`config.mk`:
```
export PLATFORM = sky130hd
export DESIGN_NAME = dmem_arbiter
export DESIGN_NICKNAME = d
export VERILOG_FILES = /design/src/rtl/dmem_arbiter_pkg.sv /design/src/rtl/dmem_arbiter_starve_counter.sv /design/src/rtl/dmem_arbiter.sv
export SDC_FILE = /design/constraint.sdc
export NUM_CORES = 1
export LEC_CHECK = 0
export BUFFER_PORTS_ARGS = -buffer_cell sky130_fd_sc_hd__buf_2
export CORE_AREA = 3 3 114 116
export DETAILED_ROUTE_END_ITERATION = 6
export DIE_AREA = 0 0 117 119
export SLEW_MARGIN = 20
export SYNTH_ARGS = -nofsm -noshare
export SYNTH_HDL_FRONTEND = slang
export SYNTH_SLANG_ARGS = --single-unit
```
`constraint.sdc`:
```
create_clock -name clk -period 1.9 [get_ports clk]
set_input_delay 0.19 -clock clk [delete_from_list [all_inputs] [get_ports clk]]
set_output_delay 0.19 -clock clk [all_outputs]
set_load 0.02 [all_outputs]
```
`src/rtl/dmem_arbiter_pkg.sv`:
```
// Shared types for the data-memory arbiter: arbitration state encoding,
// default starvation limit and starvation counter width.
package pipeline_pkg;

  typedef enum logic {
    ARB_PIPE = 1'b0,
    ARB_DBG  = 1'b1
  } arb_state_e;

  localparam int unsigned STARVE_LIMIT_DEF = 4;
  localparam int unsigned STARVE_W         = 4;

endpackage

```
`src/rtl/dmem_arbiter_starve_counter.sv`:
```
// Saturating starvation counter: counts pipeline-won cycles while debug waits.
// Ports: clk, rst_n, inc_i, clr_i (clear wins), at_limit_o.
module starve_counter
  import pipeline_pkg::*;
#(
  parameter int unsigned LIMIT = STARVE_LIMIT_DEF
) (
  input  logic clk,
  input  logic rst_n,
  input  logic inc_i,
  input  logic clr_i,
  output logic at_limit_o
);

  localparam logic [STARVE_W-1:0] LIM = STARVE_W'(LIMIT);

  logic [STARVE_W-1:0] cnt_q;
  logic [STARVE_W-1:0] cnt_d;

  assign at_limit_o = (cnt_q == LIM);

  always_comb begin
    cnt_d = cnt_q;
    unique case (1'b1)
      clr_i:                 cnt_d = '0;
      inc_i && !at_limit_o:  cnt_d = cnt_q + 1'b1;
      default:               cnt_d = cnt_q;
    endcase
  end

  always_ff @(posedge clk or negedge rst_n) begin
    if (!rst_n) cnt_q <= '0;
    else        cnt_q <= cnt_d;
  end

endmodule

```
`src/rtl/dmem_arbiter.sv`:
```
// Arbitrates DataMemo between MEM stage (priority, pass-through) and debug.
// Ports: clk/reset, p_* pipeline side, d_* debug side, Mem*/Address/Data_* memory side. Macro: DMEM_ARB_LOCK_EN.
module dmem_arbiter
  import pipeline_pkg::*;
#(
  parameter int unsigned STARVE_LIMIT = STARVE_LIMIT_DEF,
  parameter int unsigned DATA_W       = 32
) (
  input  logic              clk,
  input  logic              reset,
  input  logic              p_rd,
  input  logic              p_wr,
  input  logic [DATA_W-1:0] p_addr,
  input  logic [DATA_W-1:0] p_wdata,
  output logic [DATA_W-1:0] p_rdata,
  output logic              stall_mem,
  input  logic              d_req,
  input  logic              d_we,
  input  logic              d_lock,
  input  logic [DATA_W-1:0] d_addr,
  input  logic [DATA_W-1:0] d_wdata,
  output logic              d_gnt,
  output logic              d_rvalid,
  output logic [DATA_W-1:0] d_rdata,
  output logic              MemRd,
  output logic              MemWr_final,
  output logic [DATA_W-1:0] Address,
  output logic [DATA_W-1:0] Data_in,
  input  logic [DATA_W-1:0] Data_out
);

  arb_state_e          state_q;
  arb_state_e          state_d;
  logic                rvalid_q;
  logic [DATA_W-1:0]   rdata_q;
  logic                p_active;
  logic                hold_dbg;
  logic                cnt_inc;
  logic                cnt_clr;
  logic                at_limit;

  assign p_active = p_rd | p_wr;
  assign p_rdata  = Data_out;
  assign d_rvalid = rvalid_q;
  assign d_rdata  = rdata_q;

`ifdef DMEM_ARB_LOCK_EN
  assign hold_dbg = d_req & d_lock;
`else
  logic unused_lock;
  assign unused_lock = d_lock;
  assign hold_dbg    = 1'b0;
`endif

  starve_counter #(
    .LIMIT (STARVE_LIMIT)
  ) u_starve (
    .clk        (clk),
    .rst_n      (reset),
    .inc_i      (cnt_inc),
    .clr_i      (cnt_clr),
    .at_limit_o (at_limit)
  );

  always_comb begin
    state_d     = state_q;
    MemRd       = 1'b0;
    MemWr_final = 1'b0;
    Address     = p_addr;
    Data_in     = p_wdata;
    d_gnt       = 1'b0;
    stall_mem   = 1'b0;
    cnt_inc     = 1'b0;
    cnt_clr     = 1'b0;
    unique case (state_q)
      ARB_PIPE: begin
        // store wins when both strobes are up
        MemRd       = p_rd & ~p_wr;
        MemWr_final = p_wr;
        cnt_inc     = p_active & d_req;
        cnt_clr     = ~d_req;
        if (d_req && (!p_active || at_limit))
          state_d = ARB_DBG;
      end
      ARB_DBG: begin
        Address     = d_addr;
        Data_in     = d_wdata;
        MemRd       = d_req & ~d_we;
        MemWr_final = d_req & d_we;
        d_gnt       = d_req;
        stall_mem   = p_active;
        if (!hold_dbg) begin
          state_d = ARB_PIPE;
          cnt_clr = 1'b1;
        end
      end
      default: state_d = ARB_PIPE;
    endcase
    // no strobes may escape while reset is held, even between edges
    if (!reset) begin
      MemRd       = 1'b0;
      MemWr_final = 1'b0;
      d_gnt       = 1'b0;
      stall_mem   = 1'b0;
    end
  end

  always_ff @(posedge clk or negedge reset) begin
    if (!reset) begin
      state_q  <= ARB_PIPE;
      rvalid_q <= 1'b0;
      rdata_q  <= '0;
    end else begin
      state_q  <= state_d;
      rvalid_q <= d_gnt & ~d_we;
      if (d_gnt && !d_we)
        rdata_q <= Data_out;
    end
  end

endmodule

```
==> impl_metrics.yaml <==
layout:
  final_cell_mix: "buf_2 (298), mux2_2 (68), dfrtp_1 (37)"
  utilization_pct: 35.8
  finalNonFillerCells: 627
  layout_commonest_cell: "buf_2"
  drive_gt1_share_pct: 85.6
  layout.nets: 647
  syn_to_final_growth_pct: 61.4
clock_network:
  root_buffer: "clkbuf_16"
  clock_path_buffers: 2
  cts_tree: "done"
  cts_buffers: 5
  cts.sinks: 38
  postCtsResizedCells: 0
  htree_levels: 2
  path_clk_slew_ns: 0.06
  clock_latency_ns: 0.27
global_route:
  gr-usage-all-layers_pct: 12.8
  antenna_found_initial: 1
  grt_pass1_wl_mm: 14.1
  grt_pass1_vias: 2688
  grt_max_degree: 63
  overflow: 0
placement:
  port_buffers: 298
  place_congestion: 0.898
  dp.cells: 615
  hpwl_mm: 8.36
timing:
  setup-violations-final: 0
  worst_slew_pin_slew_ns: 0.416
  fin_crit_ns: 1.85
  hold_viol: 0
  clock.fmax_ghz: 0.542
  rsz0062_at_grt: "no"
  finalClockSkew_ns: 0.00452
  slew_headroom_pct: 72.3
  slew_violations: 0
  finalCritPeriodShare_pct: 97.2
  tns_ns: 0
synth:
  synth_seq_area_share_pct: 35.6
  syn_avg_cell_area_um2: 12.7
  synth-seq-cells: 38
  synth_nets: 379
  yosys_warnings: 0
  netlist_instances: 210
  syn_area_um2: 2670
  netlist-cell-type-count: 25
route:
  drt_iter0_drc: 62
  drc: 0
  routed_wl_mm: 9.82
  first_pass_iters: 4
  vias_per_cell: 4.20
  vias: 2634
  wire_per_inst_um: 15.7
  ant_nets: 0
status:
  status: "finished, final reports clean"
floorplan:
  coreArea_um2: 12000
  die_y_um: 119
  boundaryPins: 300
  core.rowCount: 40
  start_util_pct: 22.2
  die_x_um: 117
  dieArea_um2: 13900
setup_path:
  cp_max_fo: 62
  worstSetupStartpointType: "flip-flop"
  arrival_ns: 1.66
  crit_path_end_kind: "output pin"
  criticalPathCategory: "reg2out"
  cp_data_required_time_ns: 1.71
power:
  ir_drop_mv: 0.309
  power_density_nw_per_um2: 755
  p_leak_nw: 2.47
worst_hold_path:
  hold_path_class: "in2reg"
job:
  maxCapViolCount: 0
## metal layers
metal,global-route usage [%],wire (µm),vias up
met5,0,0,-
li1,-,-,1251
met2,22.9,5040,148
met1,14.8,3790,1225
met3,3.15,827,10
met4,3.58,170,0
## timing repair
action	4_1_cts	5_1_grt
buffers inserted	0	1
hold buffers	1	0
hold endpoints to repair	5	0
setup endpoints to repair	0	1
## layout make-up
type,count,area [µm²]
fill,1218,7710
timing repair buffer,305,1600
multi-input combinational,124,1380
sequential,38,952
tap,147,184
clock buffer,7,143
clock inverter,1,30.0
inverter,4,15.0
antenna,1,2.50
## metrics by stage
| step | instance area [µm²] | setup WS (ns) | hold WS (ns) | total power, mW |
|---|---|---|---|---|
| 4_1_cts | 4260 | 0.0320 | 0.147 | 3.31 |
| 3_5_place_dp | 4070 | 0.330 | 0.158 | 2.30 |
| 2_1_floorplan | 2670 | 0.301 | -0.106 | 1.82 |
| 3_3_place_gp | 4070 | 0.385 | 0.160 | 2.28 |
| 6_report | 4300 | 0.0540 | 0.155 | 3.25 |
| 5_1_grt | 4300 | 0.00631 | 0.153 | 3.43 |
## critical path, cell delays in order, from the launching register on
cell and delay, ns:
dfrtp_2 0.45, buf_12 0.30, mux2_2 0.40, buf_2 0.17
## synth_stat cells (all sizes together)
master   count  area, µm²
ha           2       25.0
a21oi        3       15.0
nand2b       3       18.8
or4          1       7.51
and3b        1       8.76
mux2        96       1190
inv          4       15.0
nand4bb      1       11.3
buf         44        328
dfrtp       38        951
a21boi       1       7.51
o31ai        1       7.51
nand2        1       3.75
or4b         1       10.0
o21ai        2       10.0
and3         2       12.5
or3          1       6.26
nor2         3       11.3
or2          1       6.26
nand3        2       10.0
o2111a       1       11.3
nor3         1       5.00
## registers in the layout, summed over array words and instances, names as in the netlist
| register | count |
|---|---|
| d_rdata | 32 |
| u_starve.cnt_q | 4 |
| d_rvalid | 1 |
| state_q | 1 |
## cells by family after synthesis
| kind of cell | synth area share [%] |
|---|---|
| mux | 44.5 |
| buf+inv | 12.9 |
| flops | 35.6 |
| simple gates | 4.17 |
| compound gates | 1.92 |
| fa+ha+maj | 0.938 |
## power by group
group | internal [mW] | total [mW] | switching (mW) | leakage, nW
combinational | 0.589 | 1.24 | 0.655 | 1.89
sequential | 0.955 | 1.03 | 0.0760 | 0.492
clock | 0.656 | 0.974 | 0.318 | 0.0841
total | 2.20 | 3.25 | 1.05 | 2.47
## final timing paths
path	from	endpoint	slack (ns)	cells after the start
max reg2reg	u_starve.cnt_q[0]	u_starve.cnt_q[1]	0.31	5
min	Data_out[29]	d_rdata[29]	0.16	2
max in group asynchronous	reset	d_rdata[11]	0.86	4
min reg2reg	d_rdata[29]	d_rdata[29]	0.50	1
min in group asynchronous	reset	state_q	0.42	3
max	state_q	Address[22]	0.05	3
(Power assumes the default switching activity.)
